==> src/rtl/regfile_multiport_if.sv <==
// ============================================================================
//  regfile_multiport_if
//  Write-port and read-port bundle for regfile_multiport.
//  Revision: 1.0
// ============================================================================
`default_nettype none

interface regfile_multiport_if #(
    parameter int DATA_WIDTH    = 32,
    parameter int NUM_REGISTERS = 32,
    parameter int NUM_READ      = 2,
    parameter int NUM_WRITE     = 1
);
    localparam int AW = $clog2(NUM_REGISTERS);

    logic [NUM_WRITE-1:0]            wr_en;
    logic [NUM_WRITE*AW-1:0]         wr_addr;
    logic [NUM_WRITE*DATA_WIDTH-1:0] wr_data;
    logic [NUM_READ-1:0]             rd_en;
    logic [NUM_READ*AW-1:0]          rd_addr;
    logic [NUM_READ*DATA_WIDTH-1:0]  rd_data;

    modport master (
        output wr_en, wr_addr, wr_data, rd_en, rd_addr,
        input  rd_data
    );

    modport slave (
        input  wr_en, wr_addr, wr_data, rd_en, rd_addr,
        output rd_data
    );
endinterface

`default_nettype wire

==> src/rtl/regfile_multiport.sv <==
// ============================================================================
//  regfile_multiport
//  Multi-port register file: registered reads with hold, prioritised writes,
//  optional hardwired-zero x0. Define REGFILE_BYPASS_EN for write-first reads.
//  Revision: 1.0
// ============================================================================
`default_nettype none

module regfile_multiport #(
    parameter int DATA_WIDTH    = 32,
    parameter int NUM_REGISTERS = 32,
    parameter int NUM_READ      = 2,
    parameter int NUM_WRITE     = 1,
    parameter int ZERO_REG      = 1
) (
    input  logic                clk,
    input  logic                rst,
    regfile_multiport_if.slave  bus
);
    localparam int AW = $clog2(NUM_REGISTERS);

    logic [DATA_WIDTH-1:0]                regs_q [NUM_REGISTERS];
    logic [DATA_WIDTH-1:0]                regs_d [NUM_REGISTERS];
    logic [NUM_READ-1:0][DATA_WIDTH-1:0]  rd_data_q;
    logic [NUM_READ-1:0][DATA_WIDTH-1:0]  rd_data_d;

    // Address is backed by storage and is not the hardwired-zero register.
    function automatic logic addr_ok(input logic [AW-1:0] a);
        return (32'(a) < NUM_REGISTERS) && !((ZERO_REG != 0) && (a == '0));
    endfunction

    // Ascending port order lets the highest-index port overwrite earlier ones.
    always_comb begin
        regs_d = regs_q;
        for (int w = 0; w < NUM_WRITE; w++) begin
            if (bus.wr_en[w] && addr_ok(bus.wr_addr[w*AW +: AW])) begin
                regs_d[bus.wr_addr[w*AW +: AW]] = bus.wr_data[w*DATA_WIDTH +: DATA_WIDTH];
            end
        end
    end

    // regs_d already holds the winning write, so it doubles as the bypass source.
    always_comb begin
        rd_data_d = rd_data_q;
        for (int r = 0; r < NUM_READ; r++) begin
            if (bus.rd_en[r]) begin
                if (!addr_ok(bus.rd_addr[r*AW +: AW])) begin
                    rd_data_d[r] = '0;
                end else begin
`ifdef REGFILE_BYPASS_EN
                    rd_data_d[r] = regs_d[bus.rd_addr[r*AW +: AW]];
`else
                    rd_data_d[r] = regs_q[bus.rd_addr[r*AW +: AW]];
`endif
                end
            end
        end
    end

    always_ff @(posedge clk) begin
        if (rst) begin
            for (int i = 0; i < NUM_REGISTERS; i++) begin
                regs_q[i] <= '0;
            end
            rd_data_q <= '0;
        end else begin
            regs_q    <= regs_d;
            rd_data_q <= rd_data_d;
        end
    end

    assign bus.rd_data = rd_data_q;

endmodule

`default_nettype wire

==> src/flat_wrapper.sv <==
// flat-port wrapper written by rule: the top's interface ports become plain ports
module regfile_multiport_flat 
#(
    parameter int DATA_WIDTH    = 32,
    parameter int NUM_REGISTERS = 32,
    parameter int NUM_READ      = 2,
    parameter int NUM_WRITE     = 1,
    parameter int ZERO_REG      = 1
)
  (clk, rst, bus_wr_en, bus_wr_addr, bus_wr_data, bus_rd_en, bus_rd_addr, bus_rd_data);
  regfile_multiport_if #(.DATA_WIDTH(DATA_WIDTH), .NUM_REGISTERS(NUM_REGISTERS), .NUM_READ(NUM_READ), .NUM_WRITE(NUM_WRITE)) bus_i ();
  input  logic clk;
  input  logic rst;
  input wire logic [$bits(bus_i.wr_en)-1:0] bus_wr_en;
  input wire logic [$bits(bus_i.wr_addr)-1:0] bus_wr_addr;
  input wire logic [$bits(bus_i.wr_data)-1:0] bus_wr_data;
  input wire logic [$bits(bus_i.rd_en)-1:0] bus_rd_en;
  input wire logic [$bits(bus_i.rd_addr)-1:0] bus_rd_addr;
  output wire logic [$bits(bus_i.rd_data)-1:0] bus_rd_data;
  assign bus_i.wr_en = bus_wr_en;
  assign bus_i.wr_addr = bus_wr_addr;
  assign bus_i.wr_data = bus_wr_data;
  assign bus_i.rd_en = bus_rd_en;
  assign bus_i.rd_addr = bus_rd_addr;
  assign bus_rd_data = bus_i.rd_data;
  regfile_multiport #(.DATA_WIDTH(DATA_WIDTH), .NUM_REGISTERS(NUM_REGISTERS), .NUM_READ(NUM_READ), .NUM_WRITE(NUM_WRITE), .ZERO_REG(ZERO_REG)) u_core (.clk(clk), .rst(rst), .bus(bus_i));
endmodule
==> config.mk <==
export PLATFORM = sky130hd
export DESIGN_NAME = regfile_multiport_flat
export DESIGN_NICKNAME = d
export VERILOG_FILES = /design/src/rtl/regfile_multiport_if.sv /design/src/rtl/regfile_multiport.sv /design/src/flat_wrapper.sv
export SDC_FILE = /design/constraint.sdc
export NUM_CORES = 2
export LEC_CHECK = 0
export CORE_UTILIZATION = 38
export CTS_CLUSTER_SIZE = 14
export DETAILED_ROUTE_END_ITERATION = 16
export SYNTH_ARGS = -nofsm -noshare
export SYNTH_HDL_FRONTEND = slang
export SYNTH_SLANG_ARGS = --single-unit
==> constraint.sdc <==
create_clock -name clk -period 2.8 [get_ports clk]
set_clock_uncertainty 0.15 [all_clocks]
set_input_delay 0.56 -clock clk [delete_from_list [all_inputs] [get_ports clk]]
set_output_delay 0.56 -clock clk [all_outputs]
set_load 0.1 [all_outputs]
==> impl_metrics.py <==
metrics = {
    "timing": {
        "fmax_ghz": 0.4238,
        "rsz0062_at_grt": "false",
        "totalNegativeSetupSlack_ps": 0,
        "slew-limit-headroom_pct": 15.85,
        "hold_viol": 0,
        "tightest_slew_ps": 1262,
        "slew_violations": 0,
        "setup_viol": 0,
        "final_min_period_over_clock_period_pct": 84.26,
        "finalCriticalPeriod_ps": 2359,
    },
    "cts": {
        "cts_root_buf": "clkbuf_16",
        "htreeDepth": 3,
        "insertion_delay_ps": 750,
        "cts_buffers": 115,
        "clockBufferDepth": 3,
        "cts_tree": "done",
        "cts.sinks": 1088,
        "clk_pin_slew_ps": 60,
        "post_cts_resized": 0,
    },
    "drt": {
        "drt_wl_total_mm": 209.4,
        "vias": 48370,
        "drc": 0,
        "vias_per_cell": 5.984,
        "dr.pass1.iters": 6,
        "wire_per_inst_um": 25.91,
        "drt.antenna.violating_nets": 0,
        "drt_iter0_markers": 6161,
    },
    "synthesis": {
        "synthArstFlopShare_pct": 0,
        "syn_inst": 6113,
        "synth_top_area_share_pct": 40.57,
        "yosys_warnings": 0,
        "synthFlopType": "dfxtp_1",
        "syn_area_um2": 53680,
        "ys_seq_area_share_pct": 40.57,
        "ys_types": 38,
        "synth_edf_count": 0,
        "synth_nets": 6165,
        "synth_commonest_cells": "2039 x nand2_1, 1088 x dfxtp_1, 1030 x a21oi_1",
        "synthTopCellsByArea": "dfxtp_1 41%, mux4_2 16%, nand2_1 14%",
        "synth.most_common_cell": "nand2_1",
        "yosys_register_bits": 1088,
        "syn_area_per_cell_um2": 8.782,
        "synth.largest_area_cell": "dfxtp_1",
    },
    "critical_path": {
        "critPathKind": "flop to output pin",
        "cp-start-kind": "flop",
        "path_buf_inv": 1,
        "slowest_delay_ps": 550,
        "required_ps": 2090,
        "path_cells": "buf_4",
        "cp_top_family": "flip-flops",
        "cp-end-kind": "output pin",
        "cp_max_fo": 2,
        "crit_slowest_cell": "dfxtp_1",
        "cp.arrival_ps": 1650,
    },
    "finish": {
        "final_layout_size_suffix_gt1_share_pct": 18.13,
        "fill_cells": 13350,
        "post-route-util_pct": 45.20,
        "area_growth_pct": 17.78,
        "nets": 6166,
    },
    "floorplan": {
        "core_um2": 139900,
        "start_util_pct": 38.38,
        "ios": 116,
        "die_area_um2": 142800,
        "placement_rows": 137,
        "die_w_um": 377.9,
        "die_y_um": 377.9,
    },
    "grt": {
        "antenna_found_initial": 1,
        "grt_usage_pct": 28.75,
        "gr-total-overflow": 0,
        "grt_pass1_wl_mm": 306.7,
        "grt_pass1_vias": 46790,
        "grt_max_degree": 200,
    },
    "placed_design": {
        "io_buffer_count": 115,
        "dp_hpwl_mm": 133.0,
        "routabilityCongestion": 0.9467,
    },
    "power_and_ir_drop": {
        "vdd_drop_max_mv": 0.6059,
        "p_leak_nw": 21.68,
        "cellPowerDensity_nw_per_um2": 555.6,
    },
    "status": {
        "status": "finished, final reports clean",
    },
    "hold_path": {
        "hold_path.class": "flop to flop",
    },
    "run": {
        "max-cap-violations": 0,
    },
}
[what timing repair did]
item / in CTS / in global routing
endpoints found under the hold margin: 6 / 0
setup buffers: 0 / 0
setup endpoints to repair: 0 / 0
hold buffers: 1 / 0
[metrics by stage]
step	worst slack, ps	std cells	power [W]	instance area, µm²	hold WS (ps)
finish	440.7	8082	0.03513	63230	313.0
global route	433.1	8081	0.03608	63230	331.4
CTS	448.5	8081	0.03520	63230	308.9
detailed placement	-30.19	7872	0.01933	59310	306.3
global placement	-32.93	7872	0.01931	59310	298.5
floorplan	373.4	6113	0.01794	53680	292.9
[area by class of cell]
cell class / count / area [µm²] / area share [%]
multi-input combinational: 4390 / 29510 / 46.68
sequential: 1088 / 21780 / 34.45
timing repair buffer: 519 / 5678 / 8.980
clock buffer: 171 / 3431 / 5.426
tap: 1876 / 2347 / 3.712
clock inverter: 37 / 476.7 / 0.7539
antenna: 1 / 2.502 / 0.003958
[flip-flops by register name (all words and copies together) (netlist names)]
name,flops
u_core.regs_q,1024
u_core.bus.rd_data,64
[logic make-up after synthesis]
| family | count (synthesis) | share of synthesized area (%) |
|---|---|---|
| and+or+nand+nor | 2286 | 17.07 |
| AOI/OAI and AO/OA | 1361 | 14.69 |
| DFF | 1088 | 40.57 |
| muxes | 743 | 22.80 |
| buffers and inverters | 635 | 4.862 |
[final timing paths]
| path | start | endpoint | slack (ps) | cells after the start |
|---|---|---|---|---|
| max | u_core.bus.rd_data[42] | bus_rd_data[42] | 440 | 1 |
| min | u_core.regs_q[373] | u_core.regs_q[373] | 310 | 2 |
| max reg2reg | u_core.regs_q[644] | u_core.bus.rd_data[4] | 850 | 5 |
| min reg2reg | u_core.regs_q[373] | u_core.regs_q[373] | 310 | 2 |
[cells in the final DEF, fill, tap and decap left out, drive strengths merged, types with 2 or more instances in the layout]
cell type / Yosys / final
a211oi: 25 / 25
a21boi: 25 / 25
a21o: 23 / 23
a21oi: 1030 / 1030
a221o: 23 / 23
a221oi: 19 / 19
a22oi: 128 / 128
a311o: 23 / 23
a32o: 22 / 22
and2: 34 / 34
and3: 42 / 42
and4b: 3 / 3
and4bb: 5 / 5
buf: 217 / 476
bufinv: 0 / 11
clkbuf: 418 / 171
clkdlybuf4s50: 0 / 42
clkinv: 0 / 22
dfxtp: 1088 / 1088
inv: 0 / 3
mux2i: 359 / 359
mux4: 384 / 384
nand2: 2039 / 2039
nand2b: 2 / 2
nand3b: 2 / 2
nand4b: 3 / 3
nor2: 40 / 40
nor2b: 65 / 65
nor3: 4 / 4
nor4b: 3 / 3
o311ai: 41 / 41
o31ai: 2 / 2
or2: 41 / 41
[layer usage]
metal	share of wire, %	vias up	track usage, %
met5	0	-	0
met4	7.2	0	18.49
met3	9.1	611	4.844
met2	44	2605	44.10
met1	39	23820	37.43
li1	-	21330	-
[report_power, final]
| group | total, W | switching, W | internal [W] |
|---|---|---|---|
| logic | 0.00330 | 0.00218 | 0.00112 |
| clock network | 0.0161 | 0.00667 | 0.00942 |
| registers | 0.0157 | 0.000133 | 0.0156 |
| total | 0.0351 | 0.00898 | 0.0262 |
(Power assumes the default switching activity.)
